$ cat config.mk
export PLATFORM = sky130hd
export DESIGN_NAME = wb_rr_arbiter
export DESIGN_NICKNAME = d
export VERILOG_FILES = /design/src/rtl/wb_rr_arbiter_pkg.sv /design/src/rtl/wb_rr_pick.sv /design/src/rtl/wb_rr_arbiter.sv
export SDC_FILE = /design/constraint.sdc
export NUM_CORES = 1
export LEC_CHECK = 0
export BUFFER_PORTS_ARGS = -buffer_cell sky130_fd_sc_hd__buf_4
export CORE_AREA = 2 2 113 115
export DETAILED_ROUTE_END_ITERATION = 8
export DIE_AREA = 0 0 115 117
export GPL_ROUTABILITY_DRIVEN = 0
export PLACE_DENSITY = 0.57
export SYNTH_ARGS = -nofsm -noshare
export SYNTH_HDL_FRONTEND = slang
export SYNTH_HIERARCHICAL = 1
export SYNTH_SLANG_ARGS = --single-unit
$ cat constraint.sdc
create_clock -name wb_clk_i -period 1.53 [get_ports wb_clk_i]
set_input_delay 0.0765 -clock wb_clk_i [delete_from_list [all_inputs] [get_ports wb_clk_i]]
set_output_delay 0.0765 -clock wb_clk_i [all_outputs]
set_load 0.005 [all_outputs]
$ cat src/rtl/wb_rr_arbiter_pkg.sv
// wb_rr_arbiter_pkg: FSM state encoding and clog2 helper shared by the arbiter files
package wb_rr_arbiter_pkg;
  typedef enum logic {IDLE, BUSY} state_t;
  function automatic int clog2(input int v);
    int r = 0;
    while ((1 << r) < v) r = r + 1;
    return r;
  endfunction
endpackage

$ cat src/rtl/wb_rr_pick.sv
// wb_rr_pick: one-hot select of the first requester at or after ptr, wrapping modulo N
module wb_rr_pick
  import wb_rr_arbiter_pkg::*;
#(
  parameter int N  = 2,
  parameter int PW = clog2(N)
) (
  input  logic [N-1:0]  req,
  input  logic [PW-1:0] ptr,
  output logic [N-1:0]  gnt
);
  // scan from the farthest offset down so the nearest requester overwrites last
  always_comb begin
    gnt = '0;
    for (int i = N - 1; i >= 0; i--)
      if (req[(int'(ptr) + i) % N]) gnt = N'(1) << ((int'(ptr) + i) % N);
  end
endmodule

$ cat src/rtl/wb_rr_arbiter.sv
// wb_rr_arbiter: round-robin Wishbone arbiter, NUM_MASTERS masters onto one slave, with bus watchdog
module wb_rr_arbiter
  import wb_rr_arbiter_pkg::*;
#(
  parameter int NUM_MASTERS = 2,
  parameter int AW          = 32,
  parameter int DW          = 32,
  parameter int TIMEOUT     = 255
) (
  input  logic                        wb_clk_i,
  input  logic                        wb_rst_ni,
  input  logic [NUM_MASTERS*AW-1:0]   m_adr_i,
  input  logic [NUM_MASTERS*DW-1:0]   m_dat_i,
  input  logic [NUM_MASTERS*DW/8-1:0] m_sel_i,
  input  logic [NUM_MASTERS-1:0]      m_we_i,
  input  logic [NUM_MASTERS-1:0]      m_cyc_i,
  input  logic [NUM_MASTERS-1:0]      m_stb_i,
  output logic [DW-1:0]               m_dat_o,
  output logic [NUM_MASTERS-1:0]      m_ack_o,
  output logic [NUM_MASTERS-1:0]      m_err_o,
  output logic [AW-1:0]               s_adr_o,
  output logic [DW-1:0]               s_dat_o,
  output logic [DW/8-1:0]             s_sel_o,
  output logic                        s_we_o,
  output logic                        s_cyc_o,
  output logic                        s_stb_o,
  input  logic [DW-1:0]               s_dat_i,
  input  logic                        s_ack_i,
  input  logic                        s_err_i,
  output logic [NUM_MASTERS-1:0]      grant_o,
  output logic                        timeout_o
);
  localparam int N  = NUM_MASTERS;
  localparam int PW = clog2(N);
  localparam int SW = DW / 8;
  state_t state, state_d;
  logic [N-1:0] pick, grant_d;
  logic [PW-1:0] ptr, ptr_d, oidx;
  logic busy, own_cyc, own_stb, fire;
  wb_rr_pick #(.N(N), .PW(PW)) u_pick (.req(m_cyc_i), .ptr(ptr), .gnt(pick));
  always_comb begin
    oidx = '0;
    for (int i = 0; i < N; i++) if (grant_o[i]) oidx = PW'(i);
  end
  assign busy      = state == BUSY;
  assign own_cyc   = m_cyc_i[oidx];
  assign own_stb   = m_stb_i[oidx];
  assign s_adr_o   = m_adr_i[oidx*AW +: AW];
  assign s_dat_o   = m_dat_i[oidx*DW +: DW];
  assign s_sel_o   = m_sel_i[oidx*SW +: SW];
  assign s_we_o    = m_we_i[oidx];
  assign s_cyc_o   = busy & own_cyc & ~fire;
  assign s_stb_o   = busy & own_stb & ~fire;
  assign m_dat_o   = s_dat_i;
  assign m_ack_o   = (busy && s_ack_i) ? grant_o : '0;
  assign m_err_o   = (busy && (s_err_i || fire)) ? grant_o : '0;
  assign timeout_o = fire;
  if (TIMEOUT > 0) begin : g_wd
    localparam int CW = clog2(TIMEOUT + 1);
    logic [CW-1:0] cnt;
    logic wait_c;
    // fire on the TIMEOUT-th unanswered strobe; a same-cycle ack or err masks it
    assign wait_c = busy & own_cyc & own_stb & ~s_ack_i & ~s_err_i;
    assign fire   = wait_c & (cnt == CW'(TIMEOUT - 1));
    always_ff @(posedge wb_clk_i or negedge wb_rst_ni)
      if (!wb_rst_ni) cnt <= '0;
      else cnt <= (wait_c && !fire) ? cnt + 1'b1 : '0;
  end else begin : g_nowd
    assign fire = 1'b0;
  end
  always_ff @(posedge wb_clk_i or negedge wb_rst_ni)
    if (!wb_rst_ni) begin
      state   <= IDLE;
      grant_o <= '0;
      ptr     <= '0;
    end else begin
      state   <= state_d;
      grant_o <= grant_d;
      ptr     <= ptr_d;
    end
  always_comb begin
    state_d = state;
    grant_d = grant_o;
    ptr_d   = ptr;
    if (!busy) begin
      state_d = |m_cyc_i ? BUSY : IDLE;
      grant_d = |m_cyc_i ? pick : '0;
    end else if (!own_cyc || fire) begin
      state_d = IDLE;
      grant_d = '0;
      ptr_d   = (oidx == PW'(N - 1)) ? '0 : oidx + 1'b1;
    end
  end
endmodule

==> impl_metrics.toml <==
[sta]
final-hold-violation-count = 0
final_min_period_over_clock_period_pct = 107
hold_ws_ns = 0.132
timing.max_slew.rel_slack_pct = 75.0
skew_ns = 0.00662
final_max_slew_viol_count = 0
rsz0062_at_grt = "yes"
worst_pin_slew_ns = 0.374
layout_setup_ws_ns = -0.112
setup_viol = 60
fmax_achieved_mhz = 609
finalWorstPathRequiredPeriod_ns = 1.64

[die]
floorplan.core_area_um2 = 12300
starting_density_pct = 14.1
die_height_um = 117
die_area_um2 = 13500
pin_count = 288
placement_row_count = 41
fp.dieW_um = 115

[synth]
synth.yosys.seq_area_share_pct = 17.3
synth-warning-count = 6
yosys_register_bits = 12
syn_nets = 359
synth_cell_type_count = 29
synth.avg_cell_area_um2 = 9.72
synth.area.top_cells = "mux2_2 46%, dfrtp_1 17%, buf_4 14%"
syn_inst = 179
netlist_area_um2 = 1740
synth_top_cell_area_share_pct = 46.0
synth.largest_area_cell = "mux2_2"

[min_path]
whs_endpoint = "grant_o[1]"
worst_hold_path.num_cells = 3
min-delay-path-class = "in -> reg"
hold_start = "m_cyc_i[1]"

[global_routing]
grt_pass1_vias = 1985
globalRouteTotalUtil_pct = 12.8
grt_overflow_total = 0
number_of_antenna_violations_at_the_first_check_in_global_routing = 0
grt_max_degree = 44
grt_first_pass_wirelength_mm = 12.6

[status]
outcome = "finished with violations"
violations = "setup timing"

[critical_path]
cp-start-kind = "flip-flop"
timing.setup.critical_path_class = "reg -> out"
arrival_ns = 1.57
worstPathRequired_ns = 1.45
crit_fanout = 5
reg2reg_setup_slack_ns = 0.09
rr_worst_depth = 6
r2r-end = "grant_o[1]"
setup.worst_path.end_class = "output pin"
timing.rr.start = "grant_o[1]"

[finish]
final_layout_size_suffix_gt1_share_pct = 84.8
final_core_utilization_pct = 29.0
synthesis_to_finish_area_growth_pct = 105
num-nets-final = 555
final_common_cell = "buf_4"
mostFrequentLayoutCells = "228 x buf_4, 67 x mux2_2, 11 x nor2_1, 11 x dfrtp_1, 5 x xor2_1"
multiInputGateArea_um2 = 1170
insertedDiodeCount = 0
layout.filler_cells = 1293
area.sequential_um2 = 302
stdcell_count = 524

[routing]
routed_wl_mm = 9.98
via_count = 2098
drt-wirelength-per-cell_um = 19.0
drtIter0Drc = 83
remaining_drc_errors = 0
vias_per_cell = 4.00
antenna_violating_nets_post_route = 0
dr.pass1.iters = 4

[clock_network]
cts_tree = "done"
cts.path.max_buffers = 2
cts-buffers-inserted = 3
root_buf_cell = "clkbuf_16"
cts.sinks = 12
cts.clk_slew.worst_paths_ns = 0.05
worstSkewPairLatency_ns = 0.25
cts.htree.levels = 1

[power_and_ir_drop]
power.static_leakage_nw = 1.77
powerDensity_nw_per_um2 = 717
vdd.ir_drop.worst_mv = 0.667

[place]
placed_cells = 512
place.port_buffers = 223
detailedPlacementHpwl_mm = 8.40

[run]
maxCapViolations = 0
==> cells by family (layout without fill, tap and decap cells) <==
group	after synthesis	in the layout	share of synthesized area [%]
AO/OA/AOI/OAI	13	13	5.04
AND/OR/NAND/NOR	29	29	9.57
multiplexers	71	71	46.0
buffers and inverters	46	241	17.7
XOR/XNOR	6	6	3.02
flip-flops	12	12	17.3
adder cells (fa/ha/maj)	2	2	1.44
==> metrics by stage <==
step           setup TNS, ns  power (mW)  setup WS, ns  cell area (µm²)
2_1_floorplan              0        1.07         0.246             1740
3_3_place_gp               0        1.91         0.124             3340
3_5_place_dp               0        1.92        0.0875             3340
4_1_cts                -2.59        2.50        -0.105             3500
5_1_grt                -4.84        2.70        -0.145             3570
6_report               -1.90        2.56        -0.112             3570
==> layer usage <==
metal  part of all wire [%]  vias up  wire length (µm)  track usage, %
met5                      0        -                 0               0
met4                   0.34        0                34            1.45
met3                     17        5              1660            8.34
met2                     42      150              4210            18.2
met1                     41      952              4080            16.7
li1                       -      991                 -               -
==> cell usage after synthesis, drive strengths merged <==
library cell	count
xor2	5
nand2	3
ha	2
o21ai	5
nand2b	1
xnor2	1
a21boi	2
and4	1
clkbuf	1
nor2	13
nor3	1
inv	3
o2bb2ai	1
o211ai	1
and3	3
nand3	4
buf	42
o211a	1
mux2	71
a21oi	1
o21ba	1
dfrtp	12
nand4	3
o22ai	1
==> worst max path at each step <==
stage	startpoint	end	slack, ns	cells past startpoint
after floorplan	grant_o[1]	g_wd.cnt[2]	0.25	5
after global placement	grant_o[1]	g_wd.cnt[6]	0.12	4
after detailed placement	grant_o[1]	g_wd.cnt[2]	0.09	4
after CTS	grant_o[1]	m_err_o[1]	-0.10	5
after global routing	grant_o[1]	m_err_o[1]	-0.15	5
final	grant_o[1]	m_err_o[1]	-0.11	5
==> final cells by class <==
class	instances	area share, %
Clock buffer	4	2.49
Inverter	3	0.316
Multi-Input combinational cell	121	32.8
Sequential cell	12	8.45
Tap cell	150	5.26
Timing Repair Buffer	234	50.7
==> flip-flops by register name, summed over array words and instances (netlist names) <==
name,cells
g_wd.cnt,8
busy,1
ptr,1
grant_o,2
==> timing repair <==
item | CTS | global route
pin swaps | 2 | 0
endpoints found under the setup margin | 45 | 76
resized for setup | 8 | 7
hold buffers | 1 | 0
hold endpoints to repair | 12 | 0
setup buffers | 4 | 2
gates cloned | 0 | 1
==> power by group <==
| group | leakage, nW | total [mW] | internal [mW] | switching, mW |
|---|---|---|---|---|
| sequential | 0.159 | 0.395 | 0.347 | 0.0480 |
| combinational | 1.57 | 1.62 | 1.01 | 0.612 |
| clock | 0.0442 | 0.547 | 0.396 | 0.151 |
==> worst max-delay path, stage by stage, from the launching register on <==
cell     delay, ns
dfrtp_2       0.45
mux2_4        0.34
nand4_4       0.13
nor2_4        0.07
o211a_1       0.22
buf_6         0.11
Note: power is estimated with default switching activity, not from simulation.
